### config.mk
export PLATFORM = sky130hd
export DESIGN_NAME = stack_sequencer
export DESIGN_NICKNAME = d
export VERILOG_FILES = /design/src/rtl/stack_seq_pkg.sv /design/src/rtl/stack_sequencer_seq_counter.sv /design/src/rtl/stack_sequencer.sv
export SDC_FILE = /design/constraint.sdc
export NUM_CORES = 1
export LEC_CHECK = 0
export CAP_MARGIN = 30
export CORE_MARGIN = 1.5
export CORE_UTILIZATION = 40
export CTS_CLUSTER_DIAMETER = 100
export DETAILED_ROUTE_END_ITERATION = 10
export PLACE_DENSITY = 0.77
export SLEW_MARGIN = 20
export SYNTH_ARGS = -nofsm -noshare
export SYNTH_HDL_FRONTEND = slang
export SYNTH_SLANG_ARGS = --single-unit
export TNS_END_PERCENT = 10
### constraint.sdc
create_clock -name clk -period 3.4 [get_ports clk]
set_input_delay 0.68 -clock clk [delete_from_list [all_inputs] [get_ports clk]]
set_output_delay 0.68 -clock clk [all_outputs]
set_load 0.02 [all_outputs]
### src/rtl/stack_seq_pkg.sv
// Shared encodings for the stack micro-op sequencer: FSM states, PC-source
// selects, sequence kinds and the trigger opcodes the control unit also decodes.
package stack_seq_pkg;

  typedef enum logic [2:0] {
    ST_IDLE       = 3'd0,
    ST_ACCEPT     = 3'd1,
    ST_PUSH_FLAGS = 3'd2,
    ST_PUSH_PC    = 3'd3,
    ST_POP_PC     = 3'd4,
    ST_POP_FLAGS  = 3'd5,
    ST_DRAIN      = 3'd6
  } seq_state_e;

  localparam logic [1:0] JS_NEXT = 2'b00;
  localparam logic [1:0] JS_CALL = 2'b01;
  localparam logic [1:0] JS_VEC  = 2'b10;
  localparam logic [1:0] JS_RET  = 2'b11;

  localparam logic [1:0] SK_NONE = 2'b00;
  localparam logic [1:0] SK_INT  = 2'b01;
  localparam logic [1:0] SK_CALL = 2'b10;
  localparam logic [1:0] SK_RET  = 2'b11;

  localparam logic [5:0] OPCODE_CALL = 6'b100101;
  localparam logic [5:0] OPCODE_RET  = 6'b100110;
  localparam logic [5:0] OPCODE_RETI = 6'b100111;

  // PC source used on the final cycle of a sequence of the given kind.
  function automatic logic [1:0] exit_jump(input logic [1:0] kind);
    case (kind)
      SK_INT:  return JS_VEC;
      SK_CALL: return JS_CALL;
      SK_RET:  return JS_RET;
      default: return JS_NEXT;
    endcase
  endfunction

endpackage

### src/rtl/stack_sequencer_seq_counter.sv
// Loadable up/down counter that saturates at a caller-supplied terminal value
// and flags when it sits there.
module seq_counter #(
  parameter int WIDTH = 2
) (
  input  logic             clk,
  input  logic             rst,
  input  logic             load,
  input  logic [WIDTH-1:0] load_value,
  input  logic             count_en,
  input  logic             count_up,
  input  logic [WIDTH-1:0] terminal,
  output logic [WIDTH-1:0] count,
  output logic             at_terminal
);

  logic [WIDTH-1:0] count_q, count_d;

  always_comb begin
    count_d = count_q;
    if (load) begin
      count_d = load_value;
    end else if (count_en && (count_q != terminal)) begin
      count_d = count_up ? count_q + WIDTH'(1) : count_q - WIDTH'(1);
    end
  end

  always_ff @(posedge clk) begin
    if (rst) begin
      count_q <= '0;
    end else begin
      count_q <= count_d;
    end
  end

  assign count       = count_q;
  assign at_terminal = (count_q == terminal);

endmodule

### src/rtl/stack_sequencer.sv
// Decode-stage sequencer for INT entry, CALL, RET and RETI: issues one stack
// push/pop per cycle and stalls fetch until the PC reload on the final cycle.
module stack_sequencer
  import stack_seq_pkg::*;
#(
  parameter int               OPC_W        = 6,
  parameter int               PC_WORDS     = 2,
  parameter int               IDX_W        = (PC_WORDS > 1) ? $clog2(PC_WORDS) : 1,
  parameter int               DRAIN_CYCLES = 3,
  parameter logic [OPC_W-1:0] OP_CALL      = OPC_W'(OPCODE_CALL),
  parameter logic [OPC_W-1:0] OP_RET       = OPC_W'(OPCODE_RET),
  parameter logic [OPC_W-1:0] OP_RETI      = OPC_W'(OPCODE_RETI)
) (
  input  logic             clk,
  input  logic             rst,
  input  logic [OPC_W-1:0] opcode,
  input  logic             opcode_valid,
  input  logic             interrupt,
  output logic             busy,
  output logic             fd_enable,
  output logic             pc_enable,
  output logic [1:0]       jump_sel,
  output logic             uop_valid,
  output logic             uop_push,
  output logic             uop_flags,
  output logic [IDX_W-1:0] uop_word_idx,
  output logic [1:0]       seq_kind
);

  localparam int               DRAIN_W    = $clog2(DRAIN_CYCLES + 1);
  localparam logic [IDX_W-1:0] WORD_MSW   = IDX_W'(PC_WORDS - 1);
  localparam logic [DRAIN_W-1:0] DRAIN_LAST = DRAIN_W'(DRAIN_CYCLES - 1);

  seq_state_e state_q, state_d;
  logic [1:0] kind_q, kind_d;
  logic       is_reti_q, is_reti_d;
  logic       int_pending_q, int_pending_d;
  logic       in_seq;

  logic [1:0] trig_kind;
  logic       trig_reti;

  logic             word_load, word_en, word_up, word_tc;
  logic [IDX_W-1:0] word_load_val, word_term, word_cnt;
  logic               drain_load, drain_en, drain_tc;
  logic [DRAIN_W-1:0] drain_cnt;

  assign in_seq = (state_q != ST_IDLE);

  // A pending interrupt outranks any opcode; RET and RETI share one sequence.
  always_comb begin
    trig_kind = SK_NONE;
    trig_reti = 1'b0;
    if (interrupt || int_pending_q) begin
      trig_kind = SK_INT;
    end else if (opcode_valid && (opcode == OP_RETI)) begin
      trig_kind = SK_RET;
      trig_reti = 1'b1;
    end else if (opcode_valid && (opcode == OP_RET)) begin
      trig_kind = SK_RET;
    end else if (opcode_valid && (opcode == OP_CALL)) begin
      trig_kind = SK_CALL;
    end
  end

  always_comb begin
    state_d       = state_q;
    kind_d        = kind_q;
    is_reti_d     = is_reti_q;
    int_pending_d = int_pending_q | (in_seq & interrupt);

    word_load     = 1'b0;
    word_load_val = '0;
    word_en       = 1'b0;
    word_up       = 1'b0;
    word_term     = '0;
    drain_load    = 1'b0;
    drain_en      = 1'b0;

    busy         = in_seq;
    fd_enable    = ~in_seq;
    pc_enable    = ~in_seq;
    jump_sel     = JS_NEXT;
    uop_valid    = 1'b0;
    uop_push     = 1'b0;
    uop_flags    = 1'b0;
    uop_word_idx = '0;
    seq_kind     = in_seq ? kind_q : SK_NONE;

    case (state_q)
      // The accept cycle is IDLE with a trigger present; its stall is combinational.
      ST_IDLE: begin
        if (trig_kind != SK_NONE) begin
          fd_enable = 1'b0;
          pc_enable = 1'b0;
          seq_kind  = trig_kind;
          kind_d    = trig_kind;
          is_reti_d = trig_reti;
          case (trig_kind)
            SK_INT: begin
              state_d       = ST_PUSH_FLAGS;
              int_pending_d = 1'b0;
            end
            SK_CALL: begin
              state_d       = ST_PUSH_PC;
              word_load     = 1'b1;
              word_load_val = WORD_MSW;
            end
            default: begin
              state_d       = ST_POP_PC;
              word_load     = 1'b1;
              word_load_val = '0;
            end
          endcase
        end
      end

      ST_PUSH_FLAGS: begin
        uop_valid     = 1'b1;
        uop_push      = 1'b1;
        uop_flags     = 1'b1;
        state_d       = ST_PUSH_PC;
        word_load     = 1'b1;
        word_load_val = WORD_MSW;
      end

      ST_PUSH_PC: begin
        uop_valid    = 1'b1;
        uop_push     = 1'b1;
        uop_word_idx = word_cnt;
        word_term    = '0;
        if (word_tc) begin
          fd_enable = 1'b1;
          pc_enable = 1'b1;
          jump_sel  = exit_jump(kind_q);
          state_d   = ST_IDLE;
        end else begin
          word_en = 1'b1;
        end
      end

      ST_POP_PC: begin
        uop_valid    = 1'b1;
        uop_word_idx = word_cnt;
        word_term    = WORD_MSW;
        word_up      = 1'b1;
        if (word_tc) begin
          if (is_reti_q) begin
            state_d = ST_POP_FLAGS;
          end else begin
            state_d    = ST_DRAIN;
            drain_load = 1'b1;
          end
        end else begin
          word_en = 1'b1;
        end
      end

      ST_POP_FLAGS: begin
        uop_valid  = 1'b1;
        uop_flags  = 1'b1;
        state_d    = ST_DRAIN;
        drain_load = 1'b1;
      end

      // Gives the popped PC words time to reach writeback before the reload.
      ST_DRAIN: begin
        if (drain_tc) begin
          fd_enable = 1'b1;
          pc_enable = 1'b1;
          jump_sel  = exit_jump(kind_q);
          state_d   = ST_IDLE;
        end else begin
          drain_en = (drain_cnt < DRAIN_LAST);
        end
      end

      default: begin
        state_d = ST_IDLE;
      end
    endcase

    if (rst) begin
      busy         = 1'b0;
      fd_enable    = 1'b1;
      pc_enable    = 1'b1;
      jump_sel     = JS_NEXT;
      uop_valid    = 1'b0;
      uop_push     = 1'b0;
      uop_flags    = 1'b0;
      uop_word_idx = '0;
      seq_kind     = SK_NONE;
    end
  end

  always_ff @(posedge clk) begin
    if (rst) begin
      state_q       <= ST_IDLE;
      kind_q        <= SK_NONE;
      is_reti_q     <= 1'b0;
      int_pending_q <= 1'b0;
    end else begin
      state_q       <= state_d;
      kind_q        <= kind_d;
      is_reti_q     <= is_reti_d;
      int_pending_q <= int_pending_d;
    end
  end

  seq_counter #(.WIDTH(IDX_W)) u_word_cnt (
    .clk        (clk),
    .rst        (rst),
    .load       (word_load),
    .load_value (word_load_val),
    .count_en   (word_en),
    .count_up   (word_up),
    .terminal   (word_term),
    .count      (word_cnt),
    .at_terminal(word_tc)
  );

  seq_counter #(.WIDTH(DRAIN_W)) u_drain_cnt (
    .clk        (clk),
    .rst        (rst),
    .load       (drain_load),
    .load_value ('0),
    .count_en   (drain_en),
    .count_up   (1'b1),
    .terminal   (DRAIN_LAST),
    .count      (drain_cnt),
    .at_terminal(drain_tc)
  );

endmodule

## Word-level counts from Yosys, hierarchy flattened

Index checks and enable logic that the tools add are counted.

| cells by class | value |
|---|---|
| add/sub/neg operators | 3 |
| $lt $le $gt $ge | 1 |
| eq/ne operators | 21 |
| multiplexer cells | 56 |
| bitwise operators | 3 |
| reductions and logical operators | 17 |

Operators with widths:

| cell | count |
|---|---|
| 1-bit two-way mux | 32 |
| 2-bit two-way mux | 12 |
| 6-bit equality test (second input constant) | 3 |
| 3-bit one-hot mux with 6 select lines | 1 |
| 3-bit two-way mux | 4 |
| 3-bit equality test (second input constant) | 3 |
| 2-bit equality test (second input constant) | 4 |
| 2-bit OR reduction | 4 |
| 3-bit by 2-bit equality test with 1-bit output (second input constant) | 2 |
| 2-bit inequality test (second input constant) | 3 |
| 1-bit one-hot mux with 2 select lines | 3 |
| 2-bit one-hot mux with 3 select lines | 1 |
| 3-bit one-hot mux with 2 select lines | 1 |
| 1-bit logical AND | 5 |
| 2-bit by 1-bit equality test with 1-bit output (second input constant) | 2 |
| 2-bit by 1-bit inequality test with 1-bit output (second input constant) | 2 |
| 2-bit one-hot mux with 2 select lines | 1 |
| 4-bit AND reduction | 1 |
| 2-bit nonzero test | 2 |
| 4-bit OR reduction | 1 |
| 3-bit zero test | 1 |
| 1-bit one-hot mux with 3 select lines | 1 |
| 3-bit nonzero test | 1 |
| 2-bit by 1-bit adder with 2-bit output (second input constant) | 1 |
| 10 further kinds | 10 |

| storage, ports and cells | value |
|---|---|
| register bits | 10 |
| bits of input ports | 10 |
| output and inout bits | 11 |
| logic and storage cells | 107 |

## Logic depth before layout (Yosys ltp)

Gate-level depths: netlist (run 1).

| depth | value |
|---|---|
| depth after elaboration | 11 |
| gate-level depth with buffers | 8 |
| gate-level depth less buffers | 8 |

## Hierarchy

From an unflattened synthesis (run 1), not the netlist that was laid out.

| unflattened totals | value |
|---|---|
| cells, all modules | 130 |
| area total of the unflattened synthesis | 957.2 um^2 |

Modules (own cells, without submodules):

| module | times used | cells an instance | area an instance (um^2) | sequential area each (um^2) |
|---|---|---|---|---|
| stack_sequencer | 1 | 99 | 675.6 | 140.1 |
| seq_counter (u_drain_cnt) | 1 | 25 | 220.2 | 40.0 |
| seq_counter (u_word_cnt) | 1 | 6 | 61.3 | 20.0 |

## Worst setup path before layout (run 1)

Ideal clock, no wire load.

| path | value |
|---|---|
| path kind | input to output |
| start point | input opcode[4] |
| end point | output seq_kind[0] |
| arrival time | 2.486 ns |
| required time | 2.720 ns |
| slack | 0.234 ns |
| stages | 7 |
| path buffers | 0 |
| cell sequence | or3b_2 > nor4_2 > inv_1 > ha_1 > inv_1 > nand2_1 > o31ai_1 |

| between the ends | value |
|---|---|
| cells in the longest elaborated chain, start to end | 10 |
| elaborated cells on any way between the ends | 14 |
| those cells by class | eq/ne: 3; mux: 7; reduce/logical: 4 |

RTL lines:

| what | line | RTL |
|---|---|---|
| start: declaration | stack_sequencer.sv:16 | `input logic [OPC_W-1:0] opcode,` |
| 6-bit equality test | stack_sequencer.sv:61 | `end else if (opcode_valid && (opcode == OP_CALL)) begin` |
| 1-bit logical AND | stack_sequencer.sv:61 |  |
| 2-bit two-way mux | stack_sequencer.sv:61 |  |
| 2-bit two-way mux | stack_sequencer.sv:59 | `end else if (opcode_valid && (opcode == OP_RET)) begin` |
| 2-bit two-way mux * | stack_sequencer.sv:56 | `end else if (opcode_valid && (opcode == OP_RETI)) begin` |
| 2-bit two-way mux * | stack_sequencer.sv:54 | `if (interrupt \|\| int_pending_q) begin` |
| named net trig_kind[1] | stack_sequencer.sv:40 | `logic [1:0] trig_kind;` |
| 2-bit nonzero test * | stack_sequencer.sv:93 | `if (trig_kind != SK_NONE) begin` |
| 2-bit two-way mux * | stack_sequencer.sv:93 |  |
| 2-bit two-way mux * | stack_sequencer.sv:90 | `case (state_q)` |
| 2-bit two-way mux * | stack_sequencer.sv:183 | `if (rst) begin` |
| end: declaration | stack_sequencer.sv:27 | `output logic [1:0] seq_kind` |

The timed path passes the listed nets; every way through them passes the cells marked *.

## Worst setup path after layout (run 1)

| path | value |
|---|---|
| start point | input opcode[5] |
| end point | output seq_kind[0] |

Same word-level chain as after synthesis.

==> results of run 1 <==
registers in the layout, indices dropped and copies added, names as in the netlist:
register           cells
is_reti_q              1
u_word_cnt.count       1
u_drain_cnt.count      2
state_q                3
kind_q                 2
int_pending_q          1
cells in the mapped netlist, types with 2 or more instances:
library cell / count
nor2_1: 15
a21oi_1: 12
nand2_1: 11
dfxtp_1: 10
inv_1: 6
nor3_1: 6
o21ai_0: 6
ha_1: 4
nand3b_1: 4
clkbuf_1: 3
a211oi_1: 2
a311oi_1: 2
buf_2: 2
nand2b_1: 2
nand4_1: 2
nor2b_1: 2
nor3b_1: 2
or3_1: 2
metal layers:
metal / up-vias / global-route usage / part of all wire / routed length [µm]
met2: 37 / 0.362 / 0.45 / 1030
li1: 443 / - / - / -
met5: - / 0 / 0 / 0
met1: 402 / 0.303 / 0.46 / 1040
met4: 0 / 0.117 / 0.032 / 74
met3: 9 / 0.0385 / 0.056 / 128
through the flow:
stage | hold slack [ns] | cells | area [µm²] | setup TNS (ns)
floorplan | 0.445 | 108 | 768 | 0
global placement | 0.471 | 159 | 1060 | -1.38
detailed placement | 0.475 | 159 | 1060 | -1.78
CTS | 0.487 | 164 | 1120 | 0
global route | 0.511 | 164 | 1110 | -0.0439
finish | 0.487 | 164 | 1110 | 0
what timing repair did:
action                     in CTS  in global routing
hold buffers                    0                  0
setup buffers                   1                  0
resized for setup              19                  4
pin swaps                       1                  1
setup endpoints to repair       4                  6
worst max path at each step:
stage | cells past startpoint | to | start
after floorplan | 7 | seq_kind[0] | opcode[4]
after global routing | 9 | seq_kind[0] | opcode[5]
after detailed placement | 9 | seq_kind[0] | opcode[5]
after CTS | 9 | fd_enable | opcode[5]
final | 9 | seq_kind[0] | opcode[5]
after global placement | 9 | seq_kind[0] | opcode[5]
logic make-up after synthesis:
kind of cell               after synthesis
buffers and inverters                   13
adders and majority gates                4
and+or+nand+nor                         51
DFF                                     10
xor gates and xnor gates                 1
AOI/OAI and AO/OA                       29
worst max-delay path, stage by stage:
cell,delay [ns]
clkdlybuf4s50_1,0.44
or3b_4,0.40
nor4_4,0.26
inv_1,0.08
ha_1,0.23
inv_1,0.09
nand2_1,0.08
o31ai_2,0.23
buf_4,0.19
layout make-up:
cell class              count  area (µm²)  area share
inverters                   6        22.5      0.0203
flip-flops and latches     10         201       0.181
well taps                  25        31.3      0.0282
clock buffers               4        36.3      0.0327
repair buffers             34         290       0.261
multi-input cells          85         529       0.476
power by group:
part           total, mW  internal [mW]  switching (mW)
registers          0.189          0.151          0.0371
clock network      0.117         0.0652          0.0519
logic              0.510          0.225           0.285
total              0.816          0.442           0.374
==> impl_metrics.json, run 1 <==
{
  "hold_depth": 2,
  "setup_violations": 0,
  "coreArea_mm2": 0.00176,
  "wl_per_cell_um": 13.9,
  "finClkSkew_ns": 0.00365,
  "antenna_found_initial": 0,
  "muxShareOfSynthArea": 0,
  "endpoint_kind": "output pin",
  "cts.sinks": 10,
  "hpwl_um": 1650,
  "rsz0062_at_grt": "true",
  "clk_latency_ns": 0.28,
  "r2r_setup_slack_ns": 1.22,
  "pwr_density_cell_mw_per_mm2": 734,
  "finalCritPeriodShare": 0.987,
  "syn_inst": 108,
  "finalHoldViolCount": 0,
  "ys_ff_latch": 10,
  "drt-initial-drc-count": 32,
  "synth_adder_area_share": 0.0651,
  "drive_gt1_frac": 0.201,
  "dieArea_mm2": 0.00219,
  "criticalPathCategory": "in -> out",
  "leakagePower_nw": 0.422,
  "synth_flop_cell": "dfxtp_1",
  "route.detailed.drc": 0,
  "crit_arrival_ns": 2.68,
  "drv_slew": 0,
  "synth_top_area_frac": 0.261,
  "cts_inserted_buffers": 3,
  "yosys_warnings": 0,
  "ys_seq_area_frac": 0.261,
  "grt.overflow.total": 0,
  "slew_headroom": 0.705,
  "hold_path.class": "reg -> reg",
  "synth_area_um2": 768,
  "syn_area_per_cell_um2": 7.11,
  "path_max_fanout": 4,
  "worstMarginPinSlew_ns": 0.439,
  "synth_compound_area_frac": 0.235,
  "fill_cells": 166,
  "cts_tree": "yes",
  "finalCriticalPeriod_ns": 3.36,
  "final_cell_mix": "clkdlybuf4s50_1 (16), buf_4 (16), nor2_1 (15)",
  "dp_slack_ns": -0.564,
  "status": "finished clean",
  "r2r-start": "int_pending_q",
  "start_kind": "primary input",
  "cts_buffer_depth": 2,
  "synth-xor-area-share": 0.0114,
  "vias_per_cell": 5.43,
  "htree_levels": 1,
  "fin_ws_ns": 0.0425,
  "route.vias.total": 891,
  "power_mw": 0.816,
  "synth-simple-area-share": 0.357,
  "routed_wl_um": 2280,
  "r2r-end": "state_q[2]",
  "postRouteAntennaNets": 0,
  "pin_count": 21,
  "synth_top_family_by_area": "simple AND/OR/NAND/NOR gates",
  "cts_root_buf": "clkbuf_4",
  "gp_congestion": 0.802,
  "async_reset_ff_frac": 0,
  "ff2ff_path_depth": 9,
  "die_h_um": 46.8,
  "post-route-util": 0.630,
  "drtPass1Iterations": 4,
  "max_freq_ghz": 0.298,
  "nets": 154,
  "synthesis.nets": 122,
  "dieWidth_um": 46.8,
  "synth_top_area_cell": "dfxtp_1",
  "grt_max_degree": 19,
  "ir_worst_vdd_uv": 517,
  "hold_path_end": "kind_q[1]",
  "ys_types": 33,
  "grt_pass1_vias": 868,
  "grt_pass1_wl_um": 3610,
  "portBuffers": 20,
  "initial_core_util": 0.435,
  "min_from": "kind_q[1]",
  "synth_edf_count": 0,
  "syn_to_final_growth_pct": 44.6,
  "grt_util_all_layers": 0.230,
  "maxCapViolCount": 0,
  "ys_top_cells_by_area": "dfxtp_1 (26%), a21oi_1 (7.8%), nor2_1 (7.3%)",
  "n_antenna_cell": 0,
  "cts.clk_slew.worst_paths_ns": 0.08,
  "row_count": 15,
  "cp.required_ns": 2.72
}
No activity file was read; power rests on OpenSTA's default activity.
==> run 2, diff against run 1 <==
- TNS_END_PERCENT: 10 -> unset
==> run 2 against run 1 <==
Compared with the run above:
- worst setup slack worse by 0.036 ns
- hold slack worse by 0.0020 ns
- via count is 2.8% higher
- register-to-register slack about the same
- critical path type unchanged
- highest routed layer unchanged
==> impl_metrics.json, run 2 (synthesis gave the netlist of run 1 again) <==
{
  "drv_slew": 0,
  "worstMarginPinSlew_ns": 0.433,
  "top_register": "state_q",
  "nets": 155,
  "cp_top_family": "simple AND/OR/NAND/NOR gates",
  "design_area_mm2": 0.00112,
  "max_freq_ghz": 0.295,
  "status": "finished clean",
  "grt_util_all_layers": 0.230,
  "postRouteAntennaNets": 0,
  "ff2ff_path_depth": 9,
  "syn_to_final_growth_pct": 45.6,
  "start_kind": "primary input",
  "r2r_setup_slack_ns": 1.22,
  "endpoint_kind": "output pin",
  "antenna_found_initial": 0,
  "n_antenna_cell": 0,
  "dieArea_mm2": 0.00219,
  "finClkSkew_ns": 0.00426,
  "cts_buffer_depth": 2,
  "die_h_um": 46.8,
  "htree_levels": 1,
  "maxCapViolCount": 0,
  "final_cell_mix": "clkdlybuf4s50_1 (16), buf_4 (16), nor2_1 (15)",
  "grt_pass1_wl_um": 3610,
  "drive_gt1_frac": 0.214,
  "leakagePower_nw": 0.427,
  "finalCritPeriodShare": 0.998,
  "clk_latency_ns": 0.28,
  "setup_violations": 0,
  "portBuffers": 20,
  "criticalPathCategory": "in -> out",
  "seqCellArea_um2": 201,
  "routed_wl_um": 2360,
  "worstPathBufferInverterCount": 4,
  "pwr_density_cell_mw_per_mm2": 733,
  "fill_cells": 166,
  "min_from": "kind_q[1]",
  "finalHoldViolCount": 0,
  "r2r-start": "int_pending_q",
  "crit_arrival_ns": 2.71,
  "critical_path.cell_chain": "clkdlybuf4s50_1 -> or3b_4 -> nor4_4 -> inv_1 -> ha_2 -> inv_1 -> nand2_1 -> o31ai_2 -> buf_4",
  "fin_ws_ns": 0.00666,
  "ir_worst_vdd_uv": 520,
  "hold_path_end": "kind_q[1]",
  "vias_per_cell": 5.55,
  "route.vias.total": 916,
  "wl_per_cell_um": 14.3,
  "largest_reg_flops": 3,
  "path_max_fanout": 4,
  "drtPass1Iterations": 4,
  "cts.clk_slew.worst_paths_ns": 0.08,
  "initial_core_util": 0.435,
  "coreArea_mm2": 0.00176,
  "rsz0062_at_grt": "true",
  "dieWidth_um": 46.8,
  "hold_path.class": "reg -> reg",
  "pin_count": 21,
  "finalCriticalPeriod_ns": 3.39,
  "hold_depth": 2,
  "dp_slack_ns": -0.564,
  "cts_inserted_buffers": 3,
  "row_count": 15,
  "route.detailed.drc": 0,
  "cts.sinks": 10,
  "cp.required_ns": 2.72,
  "drt-initial-drc-count": 57,
  "gp_congestion": 0.802,
  "grt_max_degree": 19,
  "placed_area_mm2": 0.00106,
  "cts_tree": "yes",
  "slew_headroom": 0.709,
  "hpwl_um": 1650,
  "grt.overflow.total": 0,
  "multi_input_area_um2": 532,
  "slowest_stage": "or3b_4",
  "r2r-end": "state_q[2]",
  "grt_pass1_vias": 868,
  "cts_root_buf": "clkbuf_4",
  "critPathMaxStageDelay_ns": 0.43,
  "crit_top_cell": "inv_1"
}
-- run 2: changes by cell type in the layout (fill, tap and decap cells not counted) --
cell,delta
ha_1,-1
ha_2,+1
buf_2,+1
-- run 2: layer usage --
layer / track usage / part of all wire / routed length (µm) / vias up
met3: 0.0385 / 0.070 / 166 / 8
met1: 0.303 / 0.44 / 1050 / 419
met5: 0 / 0 / 0 / -
met2: 0.362 / 0.46 / 1080 / 47
li1: - / - / - / 442
met4: 0.117 / 0.028 / 65 / 0
-- run 2: report_power, final --
group          internal (mW)  switching, mW  total [mW]
combinational          0.227          0.287       0.514
sequential             0.151         0.0369       0.188
clock                 0.0652         0.0516       0.117
total                  0.444          0.376       0.820
-- run 2: timing repair --
action	in CTS	in global routing
gates resized for setup	19	4
pin swaps	1	2
buffers inserted	1	1
hold buffers	0	0
endpoints found under the setup margin	4	6
-- run 2: worst max path at each step --
stage / startpoint / endpoint / cells after the start
floorplan: opcode[4] / seq_kind[0] / 7
global placement: opcode[5] / seq_kind[0] / 9
detailed placement: opcode[5] / seq_kind[0] / 9
CTS: opcode[5] / fd_enable / 9
global route: opcode[5] / seq_kind[0] / 9
finish: opcode[4] / seq_kind[0] / 9
-- run 2: worst register-to-register path: cells and delay by family, from the launching register on --
kind	cells	cell delay, ns
AO/OA/AOI/OAI	4	0.71
adder cells (fa/ha/maj)	1	0.26
buffers and inverters	2	0.28
AND/OR/NAND/NOR	2	0.51
flip-flops	1	0.33
-- run 2: per-stage QoR --
step	cells	total power [mW]	utilization	TNS (ns)	hold WS [ns]
2_1_floorplan	108	0.512	-	0	0.445
3_3_place_gp	159	0.670	0.604	-1.38	0.471
3_5_place_dp	159	0.690	0.604	-1.78	0.475
4_1_cts	164	0.808	0.635	0	0.487
5_1_grt	165	0.878	0.634	-0.128	0.511
6_report	165	0.820	0.634	0	0.485
-- run 2: cell type report --
cell class,instances,share of cell area
multi-input cells,85,0.475
flip-flops and latches,10,0.180
clock buffers,4,0.0324
repair buffers,35,0.264
inverters,6,0.0201
well taps,25,0.0280
